**src/rtl/tdm_demux8_16.sv**
```systemverilog
// TDM receiver: demultiplexes an 8-slot framed word stream into 8 held channel registers
// with per-channel valid flags, frame completion, sync/timeout error pulses and a frame counter.
module tdm_demux8_16 #(
    parameter int unsigned WIDTH   = 16,
    parameter int unsigned TIMEOUT = 16
) (
    input  logic               clock,
    input  logic               reset_n,
    input  logic [WIDTH-1:0]   in_data,
    input  logic               in_valid,
    input  logic               in_sof,
    output logic [8*WIDTH-1:0] ch_data,
    output logic [7:0]         ch_valid,
    output logic               frame_done,
    output logic               err_sync,
    output logic               err_timeout,
    output logic [7:0]         frame_count
);

    typedef enum logic [0:0] {StHunt, StRecv} state_e;

    // Idle count at which the next empty cycle completes the timeout.
    localparam logic [7:0] IdleLast = 8'(TIMEOUT - 1);

    state_e                  state_q, state_d;
    logic [2:0]              slot_q, slot_d;
    logic [7:0]              idle_q, idle_d;
    logic [7:0][WIDTH-1:0]   ch_data_q, ch_data_d;
    logic [7:0]              ch_valid_q, ch_valid_d;
    logic                    frame_done_q, frame_done_d;
    logic                    err_sync_q, err_sync_d;
    logic                    err_timeout_q, err_timeout_d;
    logic [7:0]              frame_count_q, frame_count_d;

    always_comb begin
        state_d       = state_q;
        slot_d        = slot_q;
        idle_d        = idle_q;
        ch_data_d     = ch_data_q;
        ch_valid_d    = ch_valid_q;
        frame_done_d  = 1'b0;
        err_sync_d    = 1'b0;
        err_timeout_d = 1'b0;
        frame_count_d = frame_count_q;

        unique case (state_q)
            StHunt: begin
                idle_d = 8'd0;
                if (in_valid && in_sof) begin
                    ch_data_d[0] = in_data;
                    ch_valid_d   = 8'h01;
                    slot_d       = 3'd1;
                    state_d      = StRecv;
                end
            end
            StRecv: begin
                if (in_valid) begin
                    idle_d = 8'd0;
                    if (in_sof) begin
                        // Early sof restarts the frame in place.
                        err_sync_d   = 1'b1;
                        ch_data_d[0] = in_data;
                        ch_valid_d   = 8'h01;
                        slot_d       = 3'd1;
                    end else begin
                        ch_data_d[slot_q]  = in_data;
                        ch_valid_d[slot_q] = 1'b1;
                        if (slot_q == 3'd7) begin
                            frame_done_d  = 1'b1;
                            frame_count_d = frame_count_q + 8'd1;
                            slot_d        = 3'd0;
                            state_d       = StHunt;
                        end else begin
                            slot_d = slot_q + 3'd1;
                        end
                    end
                end else if (idle_q == IdleLast) begin
                    // Abort: flags drop, channel data is kept.
                    err_timeout_d = 1'b1;
                    ch_valid_d    = 8'h00;
                    idle_d        = 8'd0;
                    slot_d        = 3'd0;
                    state_d       = StHunt;
                end else begin
                    idle_d = idle_q + 8'd1;
                end
            end
            default: state_d = StHunt;
        endcase
    end

    always_ff @(posedge clock or negedge reset_n) begin
        if (!reset_n) begin
            state_q       <= StHunt;
            slot_q        <= 3'd0;
            idle_q        <= 8'd0;
            ch_data_q     <= '0;
            ch_valid_q    <= 8'h00;
            frame_done_q  <= 1'b0;
            err_sync_q    <= 1'b0;
            err_timeout_q <= 1'b0;
            frame_count_q <= 8'd0;
        end else begin
            state_q       <= state_d;
            slot_q        <= slot_d;
            idle_q        <= idle_d;
            ch_data_q     <= ch_data_d;
            ch_valid_q    <= ch_valid_d;
            frame_done_q  <= frame_done_d;
            err_sync_q    <= err_sync_d;
            err_timeout_q <= err_timeout_d;
            frame_count_q <= frame_count_d;
        end
    end

    assign ch_data     = ch_data_q;
    assign ch_valid    = ch_valid_q;
    assign frame_done  = frame_done_q;
    assign err_sync    = err_sync_q;
    assign err_timeout = err_timeout_q;
    assign frame_count = frame_count_q;

endmodule

```
**config.mk**
```make
export PLATFORM = sky130hd
export DESIGN_NAME = tdm_demux8_16
export DESIGN_NICKNAME = d
export VERILOG_FILES = /design/src/rtl/tdm_demux8_16.sv
export SDC_FILE = /design/constraint.sdc
export NUM_CORES = 1
export LEC_CHECK = 0
export ABC_AREA = 1
export CAP_MARGIN = 10
export CELL_PAD_IN_SITES_DETAIL_PLACEMENT = 2
export CELL_PAD_IN_SITES_GLOBAL_PLACEMENT = 2
export CORE_UTILIZATION = 30
export CTS_BUF_LIST = sky130_fd_sc_hd__clkbuf_2
export DETAILED_ROUTE_END_ITERATION = 8
export GPL_ROUTABILITY_DRIVEN = 0
export PLACE_DENSITY_LB_ADDON = 0.08
export SLEW_MARGIN = 0
export SYNTH_ARGS = -nofsm -noshare
export SYNTH_HDL_FRONTEND = slang
export SYNTH_SLANG_ARGS = --single-unit
```
**constraint.sdc**
```tcl
create_clock -name clock -period 2.16 [get_ports clock]
set_clock_uncertainty 0.05 [all_clocks]
set_input_delay 0.54 -clock clock [delete_from_list [all_inputs] [get_ports clock]]
set_output_delay 0.54 -clock clock [all_outputs]
set_load 0.005 [all_outputs]
```
==> results by group <==
Status
  • Outcome: completed

Synthesis
  • Post-synth top cells: nand2_1, dfrtp_1, o21ai_0, nor2_1, inv_1
  • Post-synthesis mux area share: 0
  • Compound-Gate Fraction of Synth Area: 0.119
  • Main combinational cell family by area after synthesis: simple AND/OR/NAND/NOR gates
  • Cells after Synth: 627
  • Synth top area share: 0.647
  • Synthesized area per cell: between 9 and 10 um^2
  • Synth Flop Type: dfrtp_1
  • Sequential element share of the synthesized area: 0.647
  • Area leader, netlist: dfrtp_1
  • Asr flop ratio synth: 1.00
  • Synth area leaders: dfrtp_1, nand2_1, o21ai_0, o21ai_1, nor2_1
  • Mapped cell area: 6150 um^2
  • Yosys cell types: 27
  • Count of state elements after synthesis: between 150 and 200
  • Post-synth EDFFs: 0
  • Post-Synth Adder-Cell Area: 0.00814
  • Synthesized netlist net count: 651
  • Most common cell in the netlist: nand2_1
  • Synthesis warning total: 0
  • Simple-Gate Fraction of Synth Area: 0.169
  • Area share of xor/xnor cells in the synthesized design: 0.00569

Critical path
  • Slowest CP cell: dfrtp_2
  • CP Buf/Inv Count: 1
  • Crit. End Element: primary output
  • Crit path depth: 1
  • Crit path max-delay family: flip-flops
  • CP peak stage delay: 470 ps
  • Crit path DAT: around 1500 ps
  • Startpoint Class: flop
  • Reg2Reg Depth: 7
  • Req. time, crit path: 1570 ps
  • Crit-path cells: dlygate4sd2_1
  • Critical path class: flop to primary output
  • Max FO, Critical Path: 2

Power and ir drop
  • Peak supply drop: 323 uV
  • Total Power Consumption: 9.27 mW
  • P per Cell Area: between 1000 and 1500 nW/um^2
  • Static leakage: ~4.8 nW

Finish
  • Post-route insts no fill: about 1,200
  • Share of cells above drive strength 1: 0.160
  • Area grow syn2layout: 44.6%
  • Final instance area: 8900 um^2
  • Nets@finish: between 900 and 1,000
  • Core Util, Final: 0.441

STA
  • Final Cycle Share: 0.943
  • Final Critical Period: 2040 ps
  • Relative slew slack: 0.663
  • Final slew viol count: 0
  • TNS Setup: 0 ps
  • Peak Freq: 0.491 GHz
  • Hold Vio Cnt, Final: 0
  • Final setup violation count: 0
  • Slew at the pin closest to its max-slew limit: a little over 500 ps

Placed design
  • Placement Cell Area: around 8300 um^2
  • DP Wirelength: 14,500 um
  • PortBufs: roughly 170
  • Inst Count DP: roughly 1,100

Routing
  • DRC viols: 0
  • Avg WL per Cell: 17.4 um
  • 1st-pass router iterations: 7
  • Final wirelength: roughly 20,000 um
  • Antenna-violating nets left: 0
  • Iteration-0 DRC Markers: 121
  • Drt via density: 4.60
  • Via Count: about 5,300

GRT
  • Tot GR Track Use: 0.201
  • Total grt overflow: 0
  • First-pass GRT wire length: approximately 33,000 um
  • Largest net degree at the start of global routing: slightly below 50
  • Initial antenna violation count: 1
  • Vias in the first global route: 5,945

CTS
  • CTS clk-pin slew, worst paths: 250 ps
  • Root Driver: clkbuf_2
  • Clock Latency Late Sink: around 700 ps
  • CTS tree: done
  • Clk sinks: 159
  • Cts bufs inserted: 17
  • Maximum clock path buffer count: 2
  • Max H-tree Level: 4

Floorplanning
  • FP Rows: 52
  • Full die area: approximately 21,000 um^2
  • Core area: just over 20,000 um^2
  • Ports: between 150 and 200
  • Initial Util: 0.305
  • Die H: approximately 150 um
  • Die X: between 100 and 150 um

Min path
  • Tightest Hold Check Type: primary input to async pin

Job
  • Max cap viols: 0
[layout by cell type (no fill, tap or decap), drive strengths merged, types with 7 or more instances in the layout]
cell           count
clkdlybuf4s50     18
dfrtp            159
clkdlybuf4s15     15
o21bai             7
o21ai            116
inv               46
nand4             10
dlygate4sd2      132
nand3             10
a21oi             20
nor2              43
nand2            181
buf               93
clkbuf            18
[worst reg2reg max path, stage by stage (launching register included)]
cell,delay [ps]
dfrtp_1,580
ha_1,220
ha_1,220
inv_1,100
nor2_4,150
nand2_1,130
o21ai_0,190
nand2_1,70
[state kept, by name, summed over array words and instances, names as in the netlist]
| name | flops |
|---|---|
| state_q | 1 |
| frame_done | 1 |
| err_timeout | 1 |
| ch_data | 128 |
| idle_q | 8 |
| ch_valid | 8 |
| err_sync | 1 |
| frame_count | 8 |
| slot_q | 3 |
[path summary, 6_finish.rpt]
path | from | endpoint | slack [ps]
worst max-delay path | frame_count[2] | frame_count[2] | 120
worst max register to register | slot_q[1] | frame_count[7] | 360
max in group asynchronous | reset_n | ch_data[79] | 1140
min in group clock | ch_data[94] | ch_data[94] | 470
worst min register to register | ch_data[94] | ch_data[94] | 470
worst min-delay path | reset_n | ch_data[22] | 260
[per-layer routing]
layer  up-vias  wire length (um)  global-route usage
met5         -                 0                   0
met4         0               318              0.0684
met3        18               798              0.0390
met2       107             11100               0.378
met1      2691              8000               0.225
li1       2524                 -                   -
[per-stage QoR]
stage | setup WS (ps) | hold WS (ps)
floorplan | 646 | 194
global placement | 107 | 414
detailed placement | 8.07 | 424
CTS | 1.74 | 180
global route | -3.61 | 182
finish | 124 | 263
[repair_timing]
action | CTS | global route
hold buffers | 1 | 0
endpoints found under the setup margin | 147 | 17
gates resized for setup | 148 | 15
setup buffers | 64 | 7
endpoints found under the hold margin | 55 | 0
[cell type report]
type                    count  area (um^2)
clock buffers              18         90.1
repair buffers            259         2340
fillers                  2255        11300
clock inverters            14          134
multi-input cells         398         1860
flip-flops and latches    159         3980
diodes                      1         2.50
inverters                  42          160
well taps                 270          338
[where the power goes]
part           internal [mW]  total (mW)  switching, mW  leakage, nW
sequential              3.87        4.38          0.517         2.07
combinational           1.84        3.31           1.46         2.59
clock                  0.437        1.58           1.14        0.126
[cells by family (layout without fill, tap and decap cells)]
group / after synthesis / after routing
AO/OA/AOI/OAI: 143 / 143
XOR/XNOR: 4 / 4
adder cells (fa/ha/maj): 4 / 4
buffers and inverters: 70 / 333
flip-flops: 159 / 159
other: 0 / 1
AND/OR/NAND/NOR: 247 / 247
(Power assumes the default switching activity.)
